==> config.mk <==
export PLATFORM = sky130hd
export DESIGN_NAME = uart_rx_byte_flat
export DESIGN_NICKNAME = d
export VERILOG_FILES = /design/src/rtl/uart_rx_byte_if.sv /design/src/rtl/uart_rx_byte.sv /design/src/flat_wrapper.sv
export SDC_FILE = /design/constraint.sdc
export NUM_CORES = 1
export LEC_CHECK = 0
export CAP_MARGIN = 10
export CORE_MARGIN = 8
export CORE_UTILIZATION = 35
export DETAILED_ROUTE_END_ITERATION = 12
export PLACE_DENSITY = 0.61
export SLEW_MARGIN = 5
export SYNTH_ARGS = -nofsm -noshare
export SYNTH_HDL_FRONTEND = slang
export SYNTH_SLANG_ARGS = --single-unit
==> constraint.sdc <==
create_clock -name clk -period 1.95 [get_ports clk]
set_clock_uncertainty 0.1 [all_clocks]
set_input_delay 0.4875 -clock clk [delete_from_list [all_inputs] [get_ports clk]]
set_output_delay 0.4875 -clock clk [all_outputs]
set_load 0.02 [all_outputs]
==> src/rtl/uart_rx_byte_if.sv <==
// Received-byte bus from the UART receiver to the key decoder.
interface uart_rx_byte_if;
   logic [7:0] data;
   logic       rx_valid;
   logic       frame_err;
   logic       busy;

   modport master (output data, rx_valid, frame_err, busy);
   modport slave  (input  data, rx_valid, frame_err, busy);
endinterface

==> src/rtl/uart_rx_byte.sv <==
// 8N1 UART receiver: two-flop synchroniser, mid-bit sampling, byte strobe.
//
// state   | meaning
// --------+-----------------------------------------------------------
// S_IDLE  | line idle, waiting for rx_s low
// S_START | half-bit wait, confirm start bit (high sample = glitch)
// S_DATA  | sample 8 data bits LSB-first, one bit period apart
// S_STOP  | sample stop bit; high -> byte strobe, low -> framing error
// S_BREAK | line held low after bad stop, wait for it to return high
module uart_rx_byte #(
   parameter int CLK_FREQ = 100_000_000,
   parameter int BAUD     = 115200
) (
   input  logic          clk,
   input  logic          reset,
   input  logic          rx,
   uart_rx_byte_if.master rx_if
);

   localparam int DIV = CLK_FREQ / BAUD;
   localparam int CW  = $clog2(DIV);
   localparam logic [CW-1:0] HALF_LD = CW'(DIV / 2 - 1);
   localparam logic [CW-1:0] FULL_LD = CW'(DIV - 1);

   typedef enum logic [2:0] {
      S_IDLE,
      S_START,
      S_DATA,
      S_STOP,
      S_BREAK
   } state_t;

   state_t          state_q, state_d;
   logic [CW-1:0]   cnt_q, cnt_d;
   logic [2:0]      bitn_q, bitn_d;
   logic [7:0]      shift_q, shift_d;
   logic [7:0]      data_q, data_d;
   logic            rx_valid_q, rx_valid_d;
   logic            frame_err_q, frame_err_d;
   logic            rx_meta_q, rx_s_q;

   // Bring the asynchronous line into the clk domain; idle level is high.
   always_ff @(posedge clk or negedge reset) begin
      if (!reset) begin
         rx_meta_q <= 1'b1;
         rx_s_q    <= 1'b1;
      end else begin
         rx_meta_q <= rx;
         rx_s_q    <= rx_meta_q;
      end
   end

   // FSM and datapath registers.
   always_ff @(posedge clk or negedge reset) begin
      if (!reset) begin
         state_q     <= S_IDLE;
         cnt_q       <= '0;
         bitn_q      <= '0;
         shift_q     <= '0;
         data_q      <= '0;
         rx_valid_q  <= 1'b0;
         frame_err_q <= 1'b0;
      end else begin
         state_q     <= state_d;
         cnt_q       <= cnt_d;
         bitn_q      <= bitn_d;
         shift_q     <= shift_d;
         data_q      <= data_d;
         rx_valid_q  <= rx_valid_d;
         frame_err_q <= frame_err_d;
      end
   end

   // Next-state and strobe logic; the baud counter is reloaded at every
   // terminal count so it never underflows.
   always_comb begin
      state_d     = state_q;
      cnt_d       = cnt_q;
      bitn_d      = bitn_q;
      shift_d     = shift_q;
      data_d      = data_q;
      rx_valid_d  = 1'b0;
      frame_err_d = 1'b0;

      case (state_q)
         S_IDLE: begin
            if (!rx_s_q) begin
               state_d = S_START;
               cnt_d   = HALF_LD;
            end
         end
         S_START: begin
            if (cnt_q == '0) begin
               if (!rx_s_q) begin
                  state_d = S_DATA;
                  cnt_d   = FULL_LD;
                  bitn_d  = 3'd0;
               end else begin
                  state_d = S_IDLE;
               end
            end else begin
               cnt_d = cnt_q - 1'b1;
            end
         end
         S_DATA: begin
            if (cnt_q == '0) begin
               shift_d = {rx_s_q, shift_q[7:1]};
               cnt_d   = FULL_LD;
               bitn_d  = bitn_q + 3'd1;
               if (bitn_q == 3'd7) begin
                  state_d = S_STOP;
               end
            end else begin
               cnt_d = cnt_q - 1'b1;
            end
         end
         S_STOP: begin
            if (cnt_q == '0) begin
               if (rx_s_q) begin
                  data_d     = shift_q;
                  rx_valid_d = 1'b1;
                  state_d    = S_IDLE;
               end else begin
                  frame_err_d = 1'b1;
                  state_d     = S_BREAK;
               end
            end else begin
               cnt_d = cnt_q - 1'b1;
            end
         end
         S_BREAK: begin
            if (rx_s_q) begin
               state_d = S_IDLE;
            end
         end
         default: state_d = S_IDLE;
      endcase
   end

   assign rx_if.data      = data_q;
   assign rx_if.rx_valid  = rx_valid_q;
   assign rx_if.frame_err = frame_err_q;
   assign rx_if.busy      = (state_q != S_IDLE);

endmodule

==> src/flat_wrapper.sv <==
// flat-port wrapper written by rule: the top's interface ports become plain ports
module uart_rx_byte_flat 
#(
   parameter int CLK_FREQ = 100_000_000,
   parameter int BAUD     = 115200
)
  (clk, reset, rx, rx_if_data, rx_if_rx_valid, rx_if_frame_err, rx_if_busy);
  uart_rx_byte_if rx_if_i ();
  input  logic clk;
  input  logic reset;
  input  logic rx;
  output wire logic [$bits(rx_if_i.data)-1:0] rx_if_data;
  output wire logic [$bits(rx_if_i.rx_valid)-1:0] rx_if_rx_valid;
  output wire logic [$bits(rx_if_i.frame_err)-1:0] rx_if_frame_err;
  output wire logic [$bits(rx_if_i.busy)-1:0] rx_if_busy;
  assign rx_if_data = rx_if_i.data;
  assign rx_if_rx_valid = rx_if_i.rx_valid;
  assign rx_if_frame_err = rx_if_i.frame_err;
  assign rx_if_busy = rx_if_i.busy;
  uart_rx_byte #(.CLK_FREQ(CLK_FREQ), .BAUD(BAUD)) u_core (.clk(clk), .reset(reset), .rx(rx), .rx_if(rx_if_i));
endmodule
# Yosys cells after proc, flatten, opt, wreduce, memory -nomap -nowiden
# Cells that the tools add are included.
# Widths: inputs -> output; s select.
[op_classes]
n_mux = 25
addsub = 2
n_reduce_logical = 10
n_eq_ne = 14
[op_table]
columns = ["cell", "n"]
rows = [
  ["$mux 10", 5],
  ["$pmux 10 s4", 1],
  ["$mux 3", 10],
  ["$pmux 3 s5", 1],
  ["$logic_not 10->1", 1],
  ["$ne 2x1->1 const B", 5],
  ["$sub 10x1->10 const B", 1],
  ["$reduce_and 4->1", 2],
  ["$eq 3x2->1 const B", 2],
  ["$eq 3x3->1 const B", 2],
  ["$mux 1", 6],
  ["$ne 2x2->1 const B", 3],
  ["$pmux 3 s2", 1],
  ["$reduce_and 6->1", 1],
  ["$reduce_bool 4->1", 1],
  ["$add 3x1->3 const B", 1],
  ["$eq 3x1->1 const B", 1],
  ["$logic_not 3->1", 1],
  ["$ne 3x3->1 const B", 1],
  ["$reduce_and 3->1", 1],
  ["$reduce_bool 3->1", 1],
  ["$mux 2", 1],
  ["$reduce_and 2->1", 1],
  ["$reduce_bool 2->1", 1],
]
[totals]
inputBits = 3
wordCells = 60
output_inout_bits = 11
regBits = 36

# Depth between registers and ports, before layout
# Gate-level depths: netlist of the first run.
[logic_depth]
ltp_word = 4
mapped_depth = 7

# Worst setup path after synthesis of the first run
# Ideal clock, no wire load.
[synth_timing]
path_kind = "register -> register"
from = "register u_core.cnt_q[5]"
to = "register u_core.shift_q[7]"
stages_incl_launch_ff = 6
setup_time_ps = 125
period_less_slack_ps = 1968
path_buffers = 1
t_arrival_ps = 1743
slack_ps = -18
t_required_ps = 1725
path_cell_list = "dfrtp_1 > nor4_4 > nand3_2 > or3_1 > buf_6 > mux2_4"
[synth_between]
elab_chain_cells = 2
[synth_rtl]
columns = ["item", "line", "text"]
rows = [
  ["start: declaration", "uart_rx_byte.sv:34", "logic [CW-1:0] cnt_q, cnt_d;"],
  ["start signal: assignment", "uart_rx_byte.sv:65", "cnt_q <= cnt_d;"],
  ["$logic_not 10->1", "uart_rx_byte.sv:106", "if (cnt_q == '0) begin"],
  ["$reduce_and 2->1 (no source line)", "n/a", ""],
  ["end signal: assignment", "uart_rx_byte.sv:67", "shift_q <= shift_d;"],
  ["end: declaration", "uart_rx_byte.sv:36", "logic [7:0] shift_q, shift_d;"],
]
# Every way passes these cells.
# A chain may end at the register's enable or synchronous reset.

# Final worst setup path of the first run
[layout_timing]
from = "register u_core.cnt_q[2]"
to = "register u_core.shift_q[7]"
# Same word-level chain as after synthesis.

==> metrics.md, run 1 <==
| Metric | Value |
|---|---|
| Status | `complete, no violations` |
| Final Cycle Share | `0.9875` |
| Final worst slack | `~24 ps` |
| CP Launch Type | `flop` |
| Clk slew on worst S/H paths | `~70 ps` |
| PortBufs | `13` |
| Commonest non-fill, non-tap cell in the layout | `dfrtp_1` |
| Synth Cell Area | `0.001715 mm^2` |
| DRT Pass-1 Iters | `4` |
| First-pass GRT wire length | `roughly 6.0 mm` |
| Post-synthesis sequential area ratio | `0.5266` |
| Final Non-Filler Cells | `approximately 270` |
| Reg area | `about 900 um^2` |
| Largest stage delay on the critical path | `~410 ps` |
| Critical Path Fanout Max | `5` |
| Number of flops mapped to enable cells by yosys | `0` |
| CTS max path bufs | `2` |
| Rel. slew slack | `0.7503` |
| Power Internal | `between 1 and 1.5 mW` |
| Clock share of power | `0.449` |
| Max Clock Freq | `between 0.5 and 0.6 GHz` |
| Routability Congestion | `0.8917` |
| Placed wire-length estimate | `2.578 mm` |
| Layout Nets | `a little over 200` |
| Fraction of registers with async set/reset | `1.000` |
| Max IR drop VDD | `roughly 0.26 mV` |
| Slowest-stage cell, CP | `dfrtp_1` |
| Slew @ Worst Pin | `373.1 ps` |
| Final setup viols | `0` |
| Required time of the critical path | `between 2000 and 2500 ps` |
| Pre-CTS setup slack | `~27 ps` |
| Post-DRT Antenna Nets | `0` |
| Final core utilization | `0.4718` |
| Rows | `25` |
| Switching Fraction | `0.1985` |
| Final Max Slew Viols | `0` |
| Initial drt markers | `102` |
| Crit. End Element | `flop` |
| Sequential share of power | `0.527` |
| GRT Total Usage | `0.1015` |
| Initial antenna violation count | `0` |
| Min Clock Period, post-route | `~1900 ps` |
| Placed cells | `258` |
| Unrepaired setup endpoints after global routing | `true` |
| WP data arrival | `2000 ps` |
| Critical Path, Cell by Cell | `nor4_4, nand3_2, or3_4, mux2_4` |
| Vias in the first global route | `1,309` |
| Gr ovfl total | `0` |
| Vias | `approximately 1,300` |
| Mapped Nets | `around 170` |
| Root Buffer | `clkbuf_8` |
| Top FF cell, synth | `dfrtp_1` |
| Initial Util | `0.3632` |
| Yosys warnings | `0` |
| Ant. Diodes | `0` |
| Detailed-route vias per instance | `5.019` |
| Footprint of the multi-input gates | `around 800 um^2` |
| Most frequent cells in the layout | `34 x dfrtp_1, 27 x nand2_1, 19 x buf_4` |
| CTS tree | `built` |
| Tightest Hold Check Type | `flop to flop` |
| Core ar. | `around 0.0047 mm^2` |
| Post-synthesis cell type count | `44` |
| PD cells | `~640 mW/mm^2` |
| DR WL/cell | `between 10 and 15 um` |
| Full die area | `0.007398 mm^2` |
| Psw | `282.7 uW` |
| Cts bufs inserted | `5` |
| Largest net degree at the start of global routing | `37` |
| Syn avg cell area | `around 11 um^2` |
| Die Y | `86.01 um` |
| Fill cells | `roughly 420` |
| Pwr Total | `1.424 mW` |
| Clk Latency, worst-skew pair | `290 ps` |
| CP Class | `flop to flop` |
| Hold_buf cts | `0` |
| Seq cells post-synth | `36` |
| Ports | `14` |
| Clock Sinks | `36` |
| DRC | `0` |
| Syn Inst Count | `about 160` |
| TNS Setup | `0 ps` |
| WL final | `3.661 mm` |
| Final hold vios | `0` |
| Leak | `about 1.1 nW` |
| H-tree Lvls | `2` |
| Area growth, synth to finish | `29.91%` |
| Combinational share of power | `0.023` |
| Max Cap Viol | `0` |
| Share of post-route cells with drive strength above 1 | `0.2537` |
| Die X-Extent | `about 86 um` |
==> logic make-up (layout without fill, tap and decap cells) <==
logic type,count (synthesis),count (layout),share of synthesized area
AND/OR/NAND/NOR,69,69,0.2159
AO/OA/AOI/OAI,36,36,0.1408
flip-flops,36,36,0.5266
multiplexers,10,10,0.06710
buffers and inverters,7,46,0.02042
adder cells (fa/ha/maj),4,4,0.02918
==> flip-flops by register name, indices dropped and copies added (netlist names) <==
register	count
u_core.bitn_q	3
u_core.cnt_q	10
u_core.rx_if.data	8
u_core.rx_if.frame_err	1
u_core.rx_if.rx_valid	1
u_core.rx_meta_q	1
u_core.rx_s_q	1
u_core.shift_q	8
u_core.state_q	3
==> power by group through the flow <==
stage	sequential (mW)	clock (mW)	combinational (mW)
after floorplan	0.766	0	0.00350
after global placement	0.765	0	0.0322
after detailed placement	0.765	0	0.0330
after CTS	0.751	0.658	0.0332
after global routing	0.750	0.696	0.0377
final	0.751	0.640	0.0330
==> synthesized netlist by cell type (3+ instances only) <==
cell | instances | area [um^2]
nor3_1 | 6 | 30.03
ha_1 | 4 | 50.05
a211oi_1 | 3 | 22.52
dfrtp_1 | 34 | 850.8
o21ai_0 | 4 | 20.02
a21oi_1 | 10 | 50.05
a22o_1 | 3 | 26.28
mux2_2 | 7 | 78.83
nor2_1 | 9 | 33.78
nand3_1 | 4 | 20.02
nand2b_1 | 3 | 18.77
inv_1 | 3 | 11.26
and3_1 | 3 | 18.77
nand2_1 | 29 | 108.9
==> per-layer routing <==
layer | track usage | part of all wire | up-vias
met5 | 0 | 0 | -
met1 | 0.1156 | 0.44 | 652
met2 | 0.1659 | 0.49 | 33
met4 | 0.06210 | 0.025 | 0
li1 | - | - | 653
met3 | 0.02674 | 0.045 | 7
==> final timing paths <==
path / from / to / slack [ps] / cells after the start
min in group asynchronous: reset / u_core.cnt_q[5] / 470 / 2
worst max-delay path: u_core.cnt_q[2] / u_core.shift_q[7] / 20 / 4
worst min register to register: u_core.rx_meta_q / u_core.rx_s_q / 250 / 0
worst min-delay path: u_core.rx_meta_q / u_core.rx_s_q / 250 / 0
worst max register to register: u_core.cnt_q[2] / u_core.shift_q[7] / 20 / 4
max in group asynchronous: reset / u_core.rx_meta_q / 1020 / 2
==> critical path: cells and delay by family, from the launching register on <==
| family | cells | cell delay [ps] |
|---|---|---|
| flip-flops | 1 | 410 |
| AND/OR/NAND/NOR | 3 | 1000 |
| multiplexers | 1 | 300 |
==> timing repair <==
| action | 4_1_cts | 5_1_grt |
|---|---|---|
| resized for setup | 1 | 12 |
| setup endpoints to repair | 1 | 23 |
| buffers inserted | 1 | 1 |
| pin swaps | 0 | 4 |
==> area by class of cell <==
| cell class | count | area share |
|---|---|---|
| Clock buffer | 6 | 0.03257 |
| Sequential cell | 36 | 0.4054 |
| Clock inverter | 2 | 0.01572 |
| Tap cell | 67 | 0.03762 |
| Inverter | 3 | 0.005053 |
| Multi-Input combinational cell | 119 | 0.3644 |
| Timing Repair Buffer | 35 | 0.1392 |
==> through the flow <==
step	hold WS [ps]	instance area, um^2
floorplan	91.91	1715
global placement	248.4	2068
detailed placement	249.4	2068
CTS	256.3	2182
global route	262.2	2228
finish	252.0	2228
Power figures use the tool's default switching activity.
==> run 2: changes to the inputs <==
Settings changed: CORE_MARGIN 8 to 2, CORE_UTILIZATION 35 to 51, PLACE_DENSITY 0.61 to 0.8.
==> metrics.md, run 2 (synthesized netlist as in run 1, its figures left out) <==
| Metric | Value |
|---|---|
| Status | `finished, violations left` |
| Failing checks | `setup timing` |
| Power Internal | `1.030 mW` |
| Critical Path, Cell by Cell | `nor4_4, buf_4, nand3_1, o21ai_1, nor2_1, a22o_1` |
| Final core utilization | `0.6709` |
| Initial Util | `0.5223` |
| Ant. Diodes | `0` |
| Gr ovfl total | `0` |
| First-pass GRT wire length | `around 6 mm` |
| Rel. slew slack | `0.7384` |
| Root Buffer | `clkbuf_4` |
| Clk Latency, worst-skew pair | `about 350 ps` |
| DRT Pass-1 Iters | `4` |
| CTS tree | `built` |
| Routability Congestion | `approximately 0.9` |
| Commonest non-fill, non-tap cell in the layout | `dfrtp_1` |
| Reg2Reg Depth | `6` |
| Placed wire-length estimate | `2.576 mm` |
| Final Non-Filler Cells | `between 200 and 250` |
| Final Max Slew Viols | `0` |
| Psw | `~270 uW` |
| PortBufs | `13` |
| H-tree Lvls | `2` |
| Min Clock Period, post-route | `approximately 2000 ps` |
| Critical Path Fanout Max | `4` |
| Largest net degree at the start of global routing | `37` |
| DRC | `0` |
| Hold depth | `0` |
| Most frequent cells in the layout | `33 x dfrtp_1, 29 x nand2_1, 20 x buf_4` |
| DR WL/cell | `16.60 um` |
| Most flops, register | `u_core.cnt_q` |
| Initial drt markers | `around 100` |
| Detailed-route vias per instance | `5.762` |
| Post-DRT Antenna Nets | `0` |
| Max Cap Viol | `0` |
| Cts bufs inserted | `5` |
| Leak | `1.116 nW` |
| Final hold vios | `0` |
| Clock share of power | `0.398` |
| Ports | `14` |
| Crit path buffers/inverters | `1` |
| Max IR drop VDD | `between 0.3 and 0.4 mV` |
| Slew @ Worst Pin | `~390 ps` |
| WL final | `slightly above 4 mm` |
| Final Cycle Share | `1.025` |
| Initial antenna violation count | `0` |
| Final setup viols | `3` |
| CP Class | `flop to flop` |
| Critical Path Stages | `6` |
| WP data arrival | `2140 ps` |
| Slowest-stage cell, CP | `dfrtp_1` |
| Share of post-route cells with drive strength above 1 | `0.2673` |
| Crit. End Element | `flop` |
| Clk slew on worst S/H paths | `roughly 110 ps` |
| Die X-Extent | `between 60 and 70 um` |
| Number of flip-flops in the largest register | `10` |
| Required time of the critical path | `approximately 2100 ps` |
| Pwr Total | `1.304 mW` |
| Sequential share of power | `0.576` |
| GRT Total Usage | `0.2085` |
| Combinational share of power | `0.026` |
| Core ar. | `about 0.0033 mm^2` |
| Clock Sinks | `36` |
| Largest stage delay on the critical path | `roughly 430 ps` |
| Max Clock Freq | `between 0.5 and 0.6 GHz` |
| Hold_buf cts | `0` |
| Area growth, synth to finish | `28.45%` |
| CP Launch Type | `flop` |
| Tightest Hold Check Type | `flop to flop` |
| Layout Nets | `roughly 210` |
| Final worst slack | `-49.23 ps` |
| Die Y | `62.00 um` |
| Full die area | `0.003843 mm^2` |
| Vias in the first global route | `around 1,300` |
| PD cells | `approximately 590 mW/mm^2` |
| Switching Fraction | `0.2098` |
| Vias | `roughly 1,400` |
| Crit-path leading delay family | `simple AND/OR/NAND/NOR gates` |
| Placed cells | `between 200 and 250` |
| Hold_ws | `265.2 ps` |
| CTS max path bufs | `2` |
| Rows | `21` |
-- run 2: cell types whose count changed in the layout (fill, tap and decap cells not counted), sizes merged --
cell           delta
clkdlybuf4s50     -5
dlymetal6s2s      +5
buf               +1
clkbuf            -1
nand3             +1
-- run 2: path summary, 6_finish.rpt --
kind	start	end	slack [ps]
worst max-delay path	u_core.cnt_q[5]	u_core.cnt_q[2]	-50
worst min-delay path	u_core.rx_meta_q	u_core.rx_s_q	270
worst max register to register	u_core.cnt_q[5]	u_core.cnt_q[2]	-50
worst min register to register	u_core.rx_meta_q	u_core.rx_s_q	270
max in group asynchronous	reset	u_core.rx_s_q	1100
min in group asynchronous	reset	u_core.rx_if.rx_valid	390
-- run 2: layout make-up --
class / count / area [um^2]
well taps: 46 / 57.56
repair buffers: 35 / 319.1
multi-input cells: 120 / 834.6
clock buffers: 6 / 41.29
clock inverters: 2 / 35.03
flip-flops and latches: 36 / 904.6
inverters: 3 / 11.26
fillers: 228 / 1081
-- run 2: worst reg2reg max path, delay by kind of cell (launching register included) --
kind                   cells  cell delay, ps
AO/OA/AOI/OAI              2             490
buffers and inverters      1             190
flip-flops                 1             430
AND/OR/NAND/NOR            3             690
-- run 2: repair_timing --
action / in CTS / in global routing
endpoints found under the setup margin: 5 / 32
pin swaps: 0 / 6
resized for setup: 5 / 18
setup buffers: 0 / 4
cloned: 0 / 1
-- run 2: metal layers --
| metal | vias to the layer above | global-route usage | share of wire |
|---|---|---|---|
| li1 | 665 | - | - |
| met1 | 692 | 0.2585 | 0.41 |
| met2 | 61 | 0.3304 | 0.51 |
| met3 | 11 | 0.06832 | 0.056 |
| met4 | 0 | 0.09422 | 0.029 |
| met5 | - | 0 | 0 |
-- run 2: power groups by stage --
stage,clock network (mW),registers (mW),logic (mW)
finish,0.520,0.751,0.0335
global route,0.567,0.751,0.0377
CTS,0.523,0.751,0.0326
detailed placement,0,0.765,0.0325
global placement,0,0.765,0.0312
floorplan,0,0.766,0.00350
-- run 2: per-stage QoR --
step | setup TNS (ps) | setup slack (ps) | cell area (um^2)
after floorplan | 0 | 34.49 | 1715
after global placement | 0 | 75.82 | 2027
after detailed placement | -40.74 | -19.82 | 2027
after CTS | -128.4 | -44.39 | 2100
after global routing | -493.5 | -114.4 | 2203
final | -79.91 | -49.23 | 2203
==> run 3: changes to the inputs <==
Settings changed: CAP_MARGIN 10 to 20, CTS_CLUSTER_DIAMETER set to 50.
==> results of run 3 <==
Same layout as run 2: the final DEF is identical, and so are final timing and power.
